## src/rtl/serial_add_pkg.sv

```systemverilog
// serial_add_pkg: shared FSM state encoding and default operand width for the serial adder
package serial_add_pkg;

    typedef enum logic [1:0] {
        IDLE  = 2'd0,
        SHIFT = 2'd1,
        DONE  = 2'd2
    } state_t;

    localparam int DEF_WIDTH = 8;

endpackage

```

## src/rtl/fa_cell.sv

```systemverilog
// fa_cell: combinational 1-bit full adder
module fa_cell (
    input  logic x,
    input  logic y,
    input  logic ci,
    output logic s,
    output logic co
);

    assign s  = x ^ y ^ ci;
    assign co = (x & y) | (ci & (x ^ y));

endmodule

```

## src/rtl/serial_add_ctrl.sv

```systemverilog
// serial_add_ctrl: bit-serial adder sequencer, one bit per clock through a single fa_cell.
// Optional SERIAL_ADD_OVF_EN adds a registered signed-overflow output ovf.
module serial_add_ctrl
    import serial_add_pkg::*;
#(
    parameter int WIDTH = DEF_WIDTH
) (
    input  logic             clk,
    input  logic             rst_n,
    input  logic             start,
    input  logic [WIDTH-1:0] a,
    input  logic [WIDTH-1:0] b,
    input  logic             cin,
    output logic             ready,
    output logic             busy,
    output logic             done,
    output logic [WIDTH-1:0] sum,
    output logic             cout
`ifdef SERIAL_ADD_OVF_EN
    ,
    output logic             ovf
`endif
);

    localparam int CW = (WIDTH > 1) ? $clog2(WIDTH) : 1;

    state_t           state, state_n;
    logic [CW-1:0]    cnt;
    logic             carry;
    logic [WIDTH-1:0] a_r, b_r, sum_r;
    logic             s, c, last;

    fa_cell u_fa (
        .x  (a_r[0]),
        .y  (b_r[0]),
        .ci (carry),
        .s  (s),
        .co (c)
    );

    assign last = cnt == CW'(WIDTH - 1);
    assign sum  = (state == SHIFT) ? '0 : sum_r;

    // state register
    always_ff @(posedge clk or negedge rst_n) begin
        if (!rst_n) state <= IDLE;
        else        state <= state_n;
    end

    // next state and state-decoded handshake outputs
    always_comb begin
        state_n = (state == IDLE)  ? (start ? SHIFT : IDLE) :
                  (state == SHIFT) ? (last ? DONE : SHIFT) : IDLE;
        ready   = state == IDLE;
        busy    = state == SHIFT;
        done    = state == DONE;
    end

    // operand load, LSB-first shift, carry chaining and result capture
    always_ff @(posedge clk or negedge rst_n) begin
        if (!rst_n) begin
            cnt   <= '0;
            carry <= 1'b0;
            a_r   <= '0;
            b_r   <= '0;
            sum_r <= '0;
            cout  <= 1'b0;
`ifdef SERIAL_ADD_OVF_EN
            ovf   <= 1'b0;
`endif
        end else if (state == IDLE && start) begin
            cnt   <= '0;
            carry <= cin;
            a_r   <= a;
            b_r   <= b;
            sum_r <= '0;
        end else if (state == SHIFT) begin
            cnt   <= cnt + CW'(1);
            carry <= c;
            a_r   <= a_r >> 1;
            b_r   <= b_r >> 1;
            sum_r <= (sum_r >> 1) | (WIDTH'(s) << (WIDTH - 1));
            if (last) begin
                cout <= c;
`ifdef SERIAL_ADD_OVF_EN
                ovf  <= carry ^ c;
`endif
            end
        end
    end

endmodule
```

## config.mk

```make
export PLATFORM = sky130hd
export DESIGN_NAME = serial_add_ctrl
export DESIGN_NICKNAME = d
export VERILOG_FILES = /design/src/rtl/serial_add_pkg.sv /design/src/rtl/fa_cell.sv /design/src/rtl/serial_add_ctrl.sv
export SDC_FILE = /design/constraint.sdc
export NUM_CORES = 1
export LEC_CHECK = 0
export ABC_AREA = 1
export ABC_CLOCK_PERIOD_IN_PS = 1100
export BUFFER_PORTS_ARGS = -buffer_cell sky130_fd_sc_hd__buf_2
export CELL_PAD_IN_SITES_DETAIL_PLACEMENT = 0
export CELL_PAD_IN_SITES_GLOBAL_PLACEMENT = 1
export CORE_UTILIZATION = 30
export CTS_BUF_LIST = sky130_fd_sc_hd__clkbuf_8
export DETAILED_ROUTE_END_ITERATION = 8
export GPL_ROUTABILITY_DRIVEN = 1
export PLACE_DENSITY_LB_ADDON = 0.1
export SLEW_MARGIN = 15
export SYNTH_ARGS = -nofsm -noshare
export SYNTH_HDL_FRONTEND = slang
export SYNTH_SLANG_ARGS = --single-unit
```

## constraint.sdc

```tcl
create_clock -name clk -period 1.1 [get_ports clk]
set_clock_uncertainty 0.1 [all_clocks]
set_input_delay 0.11 -clock clk [delete_from_list [all_inputs] [get_ports clk]]
set_output_delay 0.11 -clock clk [all_outputs]
set_load 0.02 [all_outputs]
```

==> impl_metrics.env, run 1 <==
export IMPL_status="finished, violations left"
export IMPL_violations="negative setup slack"
export IMPL_initial_core_util_pct=30.97
export IMPL_dieWidth_um=74.61
export IMPL_fp_coreArea_mm2=0.005107
export IMPL_pin_count=32
export IMPL_hpwl_mm=2.615
export IMPL_n_fill_cell=513
export IMPL_num_antenna_cells=0
export IMPL_rows=26
export IMPL_ys_seq_area_share_pct=49.05
export IMPL_clk_latency_ns=0.29
export IMPL_grt_start_max_net_pins=32
export IMPL_via_per_inst=4.440
export IMPL_reg2reg_setup_slack_ns=-0.27
export IMPL_path_max_fanout=5
export IMPL_io_buffers=31
export IMPL_endpoint_kind="output port"
export IMPL_first_pass_iters=4
export IMPL_rsz0062_at_grt="yes"
export IMPL_hp_class="primary input to register"
export IMPL_syn_area_mm2=0.001582
export IMPL_post_route_drc_count=0
export IMPL_placedCellCount=308
export IMPL_layout_drive_gt1_share_pct=41.76
export IMPL_maxSlewViolCount=0
export IMPL_critical_path_class="register to output port"
export IMPL_grt_remaining_overflow=0
export IMPL_cts_buffer_depth=2
export IMPL_gp_congestion=0.7335
export IMPL_fmax_mhz=661.8
export IMPL_syn_inst=201
export IMPL_arrival_ns=1.30
export IMPL_powerDensity_mw_per_mm2=2638
export IMPL_die_height_um=74.61
export IMPL_syn_area_per_cell_um2=7.868
export IMPL_post_route_period_util_pct=137.4
export IMPL_grt_antenna_before_repair=0
export IMPL_fin_ws_ns=-0.4111
export IMPL_post_drt_wl_per_cell_um=12.54
export IMPL_worstMarginPinSlew_ns=0.2924
export IMPL_path_clk_slew_ns=0.07
export IMPL_hold_ws_ns=0.009709
export IMPL_cts_buffers_inserted=5
export IMPL_max_cap_violations=0
export IMPL_finalSetupTns_ns=-11.22
export IMPL_peakVddDrop_v=0.001076
export IMPL_maxSlewHeadroom_pct=80.50
export IMPL_timing_hold_violations_final=0
export IMPL_cts_tree="done"
export IMPL_die_area_mm2=0.005566
export IMPL_fin_util_pct=51.67
export IMPL_synth_net_count=224
export IMPL_area_delta_synth_final_pct=66.85
export IMPL_grt_pass1_wl_mm=6.975
export IMPL_finalWirelength_mm=4.302
export IMPL_final_nets=295
export IMPL_htree_levels=2
export IMPL_period_needed_ns=1.511
export IMPL_first_global_vias=1511
export IMPL_vias=1523
export IMPL_required_ns=0.89
export IMPL_yosysUniqueCellTypes=17
export IMPL_ys_seq_elements=31
export IMPL_crit_path_start_kind="register"
export IMPL_cts_root_buf="clkbuf_8"
export IMPL_fin_cells=343
export IMPL_p_leak_nw=1.304
export IMPL_grt_total_usage_pct=17.27
export IMPL_drt_initial_drc_count=37
export IMPL_cts_sinks=31
export IMPL_yosysWarnings=0
export IMPL_ant_nets=0
export IMPL_setup_viol=42
cells in the mapped netlist:
cell type  count  area share, %
clkbuf_1       1           0.24
inv_1         24            5.7
buf_2          4            1.3
nand3_1       32             10
o21ai_2        1           0.55
o21ai_4        1            1.0
nor2_8         1            1.3
buf_4          2           0.95
nand2_1       73             17
fa_1           1            1.3
buf_6          4            2.8
nand2_2        2           0.79
ha_1           2            1.6
inv_2          2           0.47
nor2_1        10            2.4
dfrtp_1       31             49
o21ai_0       10            3.2
sequential cells by signal, summed over array words and instances (netlist names):
register / cells
a_r: 8
b_r: 8
sum_r: 8
cnt: 3
state: 2
carry: 1
cout: 1
repair_timing:
item,CTS,global route
endpoints found under the hold margin,36,1
pin swaps,3,14
setup endpoints to repair,42,42
cloned,4,1
gates resized for setup,48,23
hold buffers,6,1
setup buffers,14,4
logic make-up (layout without fill, tap and decap cells):
kind of cell             after synthesis  after routing  share of synthesized area (%)
AND/OR/NAND/NOR                      118            119                          31.88
flip-flops                            31             31                          49.05
adder cells (fa/ha/maj)                3              3                          2.848
AO/OA/AOI/OAI                         12             12                          4.747
buffers and inverters                 37            108                          11.47
routing by layer:
metal | up-vias | share of wire [%] | GRT usage (%)
met5 | - | 0 | 0
li1 | 763 | - | -
met3 | 9 | 3.9 | 4.472
met4 | 0 | 1.8 | 5.031
met2 | 35 | 52 | 31.93
met1 | 716 | 42 | 19.39
worst max-delay path, cell delays in order (launching register included):
cell	delay, ns
dfrtp_2	0.44
inv_4	0.08
nand2_4	0.06
inv_4	0.07
buf_12	0.10
buf_12	0.12
nor2_4	0.03
buf_6	0.12
path summary, 6_finish.rpt:
| check | end | startpoint | depth (start not counted) |
|---|---|---|---|
| min in group asynchronous | cnt[0] | rst_n | 3 |
| worst max-delay path | sum[7] | state[1] | 7 |
| worst min-delay path | b_r[4] | b[4] | 5 |
| worst max register to register | sum_r[6] | state[0] | 6 |
| worst min register to register | a_r[1] | a_r[1] | 2 |
| max in group asynchronous | state[1] | rst_n | 3 |
where the power goes:
part | total, mW | internal, mW | switching (mW)
registers | 1.94 | 1.65 | 0.287
logic | 4.15 | 2.14 | 2.00
clock network | 0.875 | 0.432 | 0.443
cells in the final DEF (no fill, tap or decap):
cell type and count:
inv_4 3, fa_2 1, dlygate4sd3_1 7, nand3_1 21
buf_2 20, dfrtp_1 29, buf_8 4, buf_12 7
o21ai_2 3, nand2_4 1, nand2_8 2, o21ai_4 1
buf_16 3, buf_6 18, inv_2 1, nor2_8 1
ha_2 1, o21ai_0 7, nor2_2 1, nand2_1 72
inv_1 22, dfrtp_2 2, nand3_2 11, o21ai_1 1
ha_4 1, nor2_4 9, buf_4 15, clkbuf_8 5
nand2_2 1, clkinv_2 3
cell type report:
class / instances / area, um^2 / area share, %
Clock inverter: 3 / 15.01 / 0.5690
Clock buffer: 5 / 68.82 / 2.608
Sequential cell: 31 / 778.2 / 29.49
Tap cell: 70 / 87.58 / 3.319
Multi-Input combinational cell: 134 / 815.8 / 30.92
Inverter: 26 / 105.1 / 3.983
Timing Repair Buffer: 74 / 768.2 / 29.11
per-stage QoR:
stage	total power, mW	setup slack, ns	instance area (um^2)
global placement	4.631	-0.1421	2012
finish	6.961	-0.4111	2639
floorplan	3.867	-0.07326	1685
detailed placement	4.714	-0.1414	2012
CTS	6.907	-0.4012	2551
global route	7.524	-0.4715	2639
(Power assumes the default switching activity.)
==> run 2, diff against run 1 <==
Settings changed: ABC_AREA 1 to 0.
==> run 2 against run 1 <==
The flow finishes with violations (design-rule violations, negative setup slack). First-iteration DRC count shrank 35%. Sequential power grew 11%. Worst setup slack gained 0.074 ns. Combinational power shrank 21%. Critical path depth shrank 4. Routed wire length shrank 10%. Fmax grew 5.2%. Cell count shrank 30%. Highest routed layer unchanged. Total power shrank 9.1%. Largest power group unchanged. Register-to-register slack lost 0.04 ns. Cell area shrank 13%. Sequential share of layout area grew 4.3 points.
==> impl_metrics.env, run 2 <==
export IMPL_fin_ws_ns=-0.3366
export IMPL_synth_async_reset_ratio_pct=100.0
export IMPL_dieWidth_um=70.96
export IMPL_hpwl_mm=2.248
export IMPL_worstSetupStartpoint="state[1]"
export IMPL_initial_core_util_pct=31.88
export IMPL_synth_area_leader_cell="dfrtp_1"
export IMPL_max_cap_violations=0
export IMPL_worstReg2RegEnd="cout"
export IMPL_grt_antenna_before_repair=0
export IMPL_reg2reg_setup_slack_ns=-0.31
export IMPL_maxSlewViolCount=0
export IMPL_hp_class="primary input to register"
export IMPL_synth_top_family_by_area="compound AO/OA/AOI/OAI gates"
export IMPL_finalWirelength_mm=3.861
export IMPL_peakVddDrop_v=0.0009786
export IMPL_io_buffers=31
export IMPL_p_leak_nw=1.037
export IMPL_use_met3_pct=4.701
export IMPL_first_global_vias=1233
export IMPL_synth_top_area_share_pct=54.39
export IMPL_syn_inst=131
export IMPL_arrival_ns=1.23
export IMPL_period_needed_ns=1.437
export IMPL_power_share_sequential_pct=34.2
export IMPL_required_ns=0.89
export IMPL_regArea_um2=778.2
export IMPL_vias=1208
export IMPL_critical_path_class="register to output port"
export IMPL_pin_count=32
export IMPL_clk_latency_ns=0.28
export IMPL_via_per_inst=5.012
export IMPL_rsz0062_at_grt="yes"
export IMPL_clkPwrFrac_pct=14.3
export IMPL_grt_start_max_net_pins=32
export IMPL_fin_util_pct=51.45
export IMPL_fp_coreArea_mm2=0.004474
export IMPL_yosysUniqueCellTypes=28
export IMPL_crit_end="sum[3]"
export IMPL_syn_area_per_cell_um2=10.89
export IMPL_finalSetupTns_ns=-10.25
export IMPL_area_delta_synth_final_pct=61.40
export IMPL_yosysWarnings=0
export IMPL_grt_use_met2_pct=27.56
export IMPL_r2r_start="state[1]"
export IMPL_crit_path_start_kind="register"
export IMPL_synthAdderAreaFrac_pct=3.158
export IMPL_cts_buffer_depth=2
export IMPL_synth_mux_area_share_pct=0
export IMPL_worstMarginPinSlew_ns=0.2816
export IMPL_powerDensity_mw_per_mm2=2748
export IMPL_p_int_mw=3.930
export IMPL_grt_most_used_layer="met2"
export IMPL_ys_top_cells_by_area="dfrtp_1 54%, o22ai_1 7.0%, a22o_1 5.5%, a21oi_1 4.9%, and2_1 3.5%"
export IMPL_layout_commonest_cell="dfrtp_1"
export IMPL_synth_xor_area_share_pct=0
export IMPL_hold_ws_ns=0.03018
export IMPL_cts_root_buf="clkbuf_8"
export IMPL_synth_net_count=154
export IMPL_violations="design-rule violations, negative setup slack"
export IMPL_die_height_um=70.96
export IMPL_timing_hold_violations_final=0
export IMPL_p_comb_share_pct=51.5
export IMPL_yosysMostFrequentCell="dfrtp_1"
export IMPL_endpoint_kind="output port"
export IMPL_dp_slack_ns=-0.2856
export IMPL_post_route_period_util_pct=130.6
export IMPL_path_clk_slew_ns=0.07
export IMPL_syn_area_mm2=0.001426
export IMPL_num_antenna_cells=0
export IMPL_n_fill_cell=409
export IMPL_htree_levels=2
export IMPL_synth_enable_flop_cells=0
export IMPL_multi_input_area_um2=855.8
export IMPL_cts_sinks=31
export IMPL_grt_pass1_wl_mm=6.306
export IMPL_drt_initial_drc_count=24
export IMPL_cts_tree="done"
export IMPL_finalPower_mw=6.328
export IMPL_grt_remaining_overflow=0
export IMPL_setup_viol=42
export IMPL_gp_congestion=0.7082
export IMPL_cts_buffers_inserted=5
export IMPL_maxSlewHeadroom_pct=81.21
export IMPL_ys_seq_area_share_pct=54.39
export IMPL_die_area_mm2=0.005035
export IMPL_reg2regPathDepth=6
export IMPL_final_cell_mix="29 x dfrtp_1, 20 x buf_2, 19 x buf_4"
export IMPL_path_max_fanout=7
export IMPL_layout_drive_gt1_share_pct=65.61
export IMPL_sw_frac_of_total_pct=37.89
export IMPL_grt_total_usage_pct=17.01
export IMPL_rows=24
export IMPL_status="finished, violations left"
export IMPL_post_route_drc_count=2
export IMPL_final_nets=212
export IMPL_first_pass_iters=8
export IMPL_ys_seq_elements=31
export IMPL_synth_flop_cell="dfrtp_1"
export IMPL_post_drt_wl_per_cell_um=16.02
export IMPL_ant_nets=0
export IMPL_largestRegisters="a_r (8), b_r (8), sum_r (8)"
export IMPL_p_switching_mw=2.397
export IMPL_synth_compound_area_share_pct=24.12
export IMPL_synth_commonest_cells="31 x dfrtp_1, 16 x o22ai_1, 14 x a21oi_1"
export IMPL_synth_simple_area_share_pct=11.49
export IMPL_gr_usage_met1_pct=21.94
export IMPL_fmax_mhz=696.1
run 2: cell count changes in the layout (fill, tap and decap cells not counted), sizes merged, moves of 2 or more:
cell and change:
nand2 -71, nand3 -32, inv -19, o22ai +16
a21oi +14, buf -12, a22o +9, and2 +8
o21ai -8, nand2b +5, dlygate4sd3 -4, clkinv -2
nand3b +2
run 2: final cells by class:
cell class              instances  share of cell area, %
clock inverters                 1                 0.2174
well taps                      52                  2.826
inverters                       7                  1.576
repair buffers                 58                  20.82
flip-flops and latches         31                  33.80
multi-input cells              86                  37.17
clock buffers                   6                  3.587
run 2: power groups by stage:
stage	logic, mW	clock network [mW]	registers (mW)
3_3_place_gp	2.16	0	2.02
3_5_place_dp	2.21	0	2.03
2_1_floorplan	1.65	0	1.94
5_1_grt	3.55	1.00	2.24
4_1_cts	2.92	0.947	2.09
6_report	3.26	0.903	2.16
run 2: cell families after synthesis:
kind of cell	Yosys count
adders and majority gates	3
buffers and inverters	16
DFF	31
AOI/OAI and AO/OA	50
and+or+nand+nor	31
run 2: metrics by stage:
step                      area (um^2)  cells
after CTS                        2170    239
after detailed placement         1757    221
after global placement           1757    221
after global routing             2302    241
final                            2302    241
after floorplan                  1475    131
run 2: critical path, stage by stage, from the launching register on:
cell and delay (ns):
dfrtp_2 0.46, nand2b_4 0.21, and2_4 0.16, buf_6 0.12
run 2: routing by layer:
| metal | up-vias | routed length [um] |
|---|---|---|
| li1 | 585 | - |
| met1 | 592 | 1712 |
| met2 | 26 | 1973 |
| met3 | 5 | 119 |
| met4 | 0 | 55 |
| met5 | - | 0 |
run 2: what timing repair did:
item,in CTS,in global routing
pin swaps,13,4
endpoints found under the hold margin,33,0
resized for setup,60,25
cloned,2,0
setup endpoints to repair,42,42
buffers inserted,6,3
hold buffers,3,0
run 2: worst min path at each step:
stage                from        to  slack (ns)  depth (start not counted)
floorplan           rst_n    a_r[0]       -0.29                          0
global placement    rst_n      cout       -0.02                          2
detailed placement  rst_n  sum_r[7]       -0.02                          2
CTS                  a[2]    a_r[2]        0.01                          3
global route         b[2]    b_r[2]        0.03                          3
finish               b[4]    b_r[4]        0.03                          3
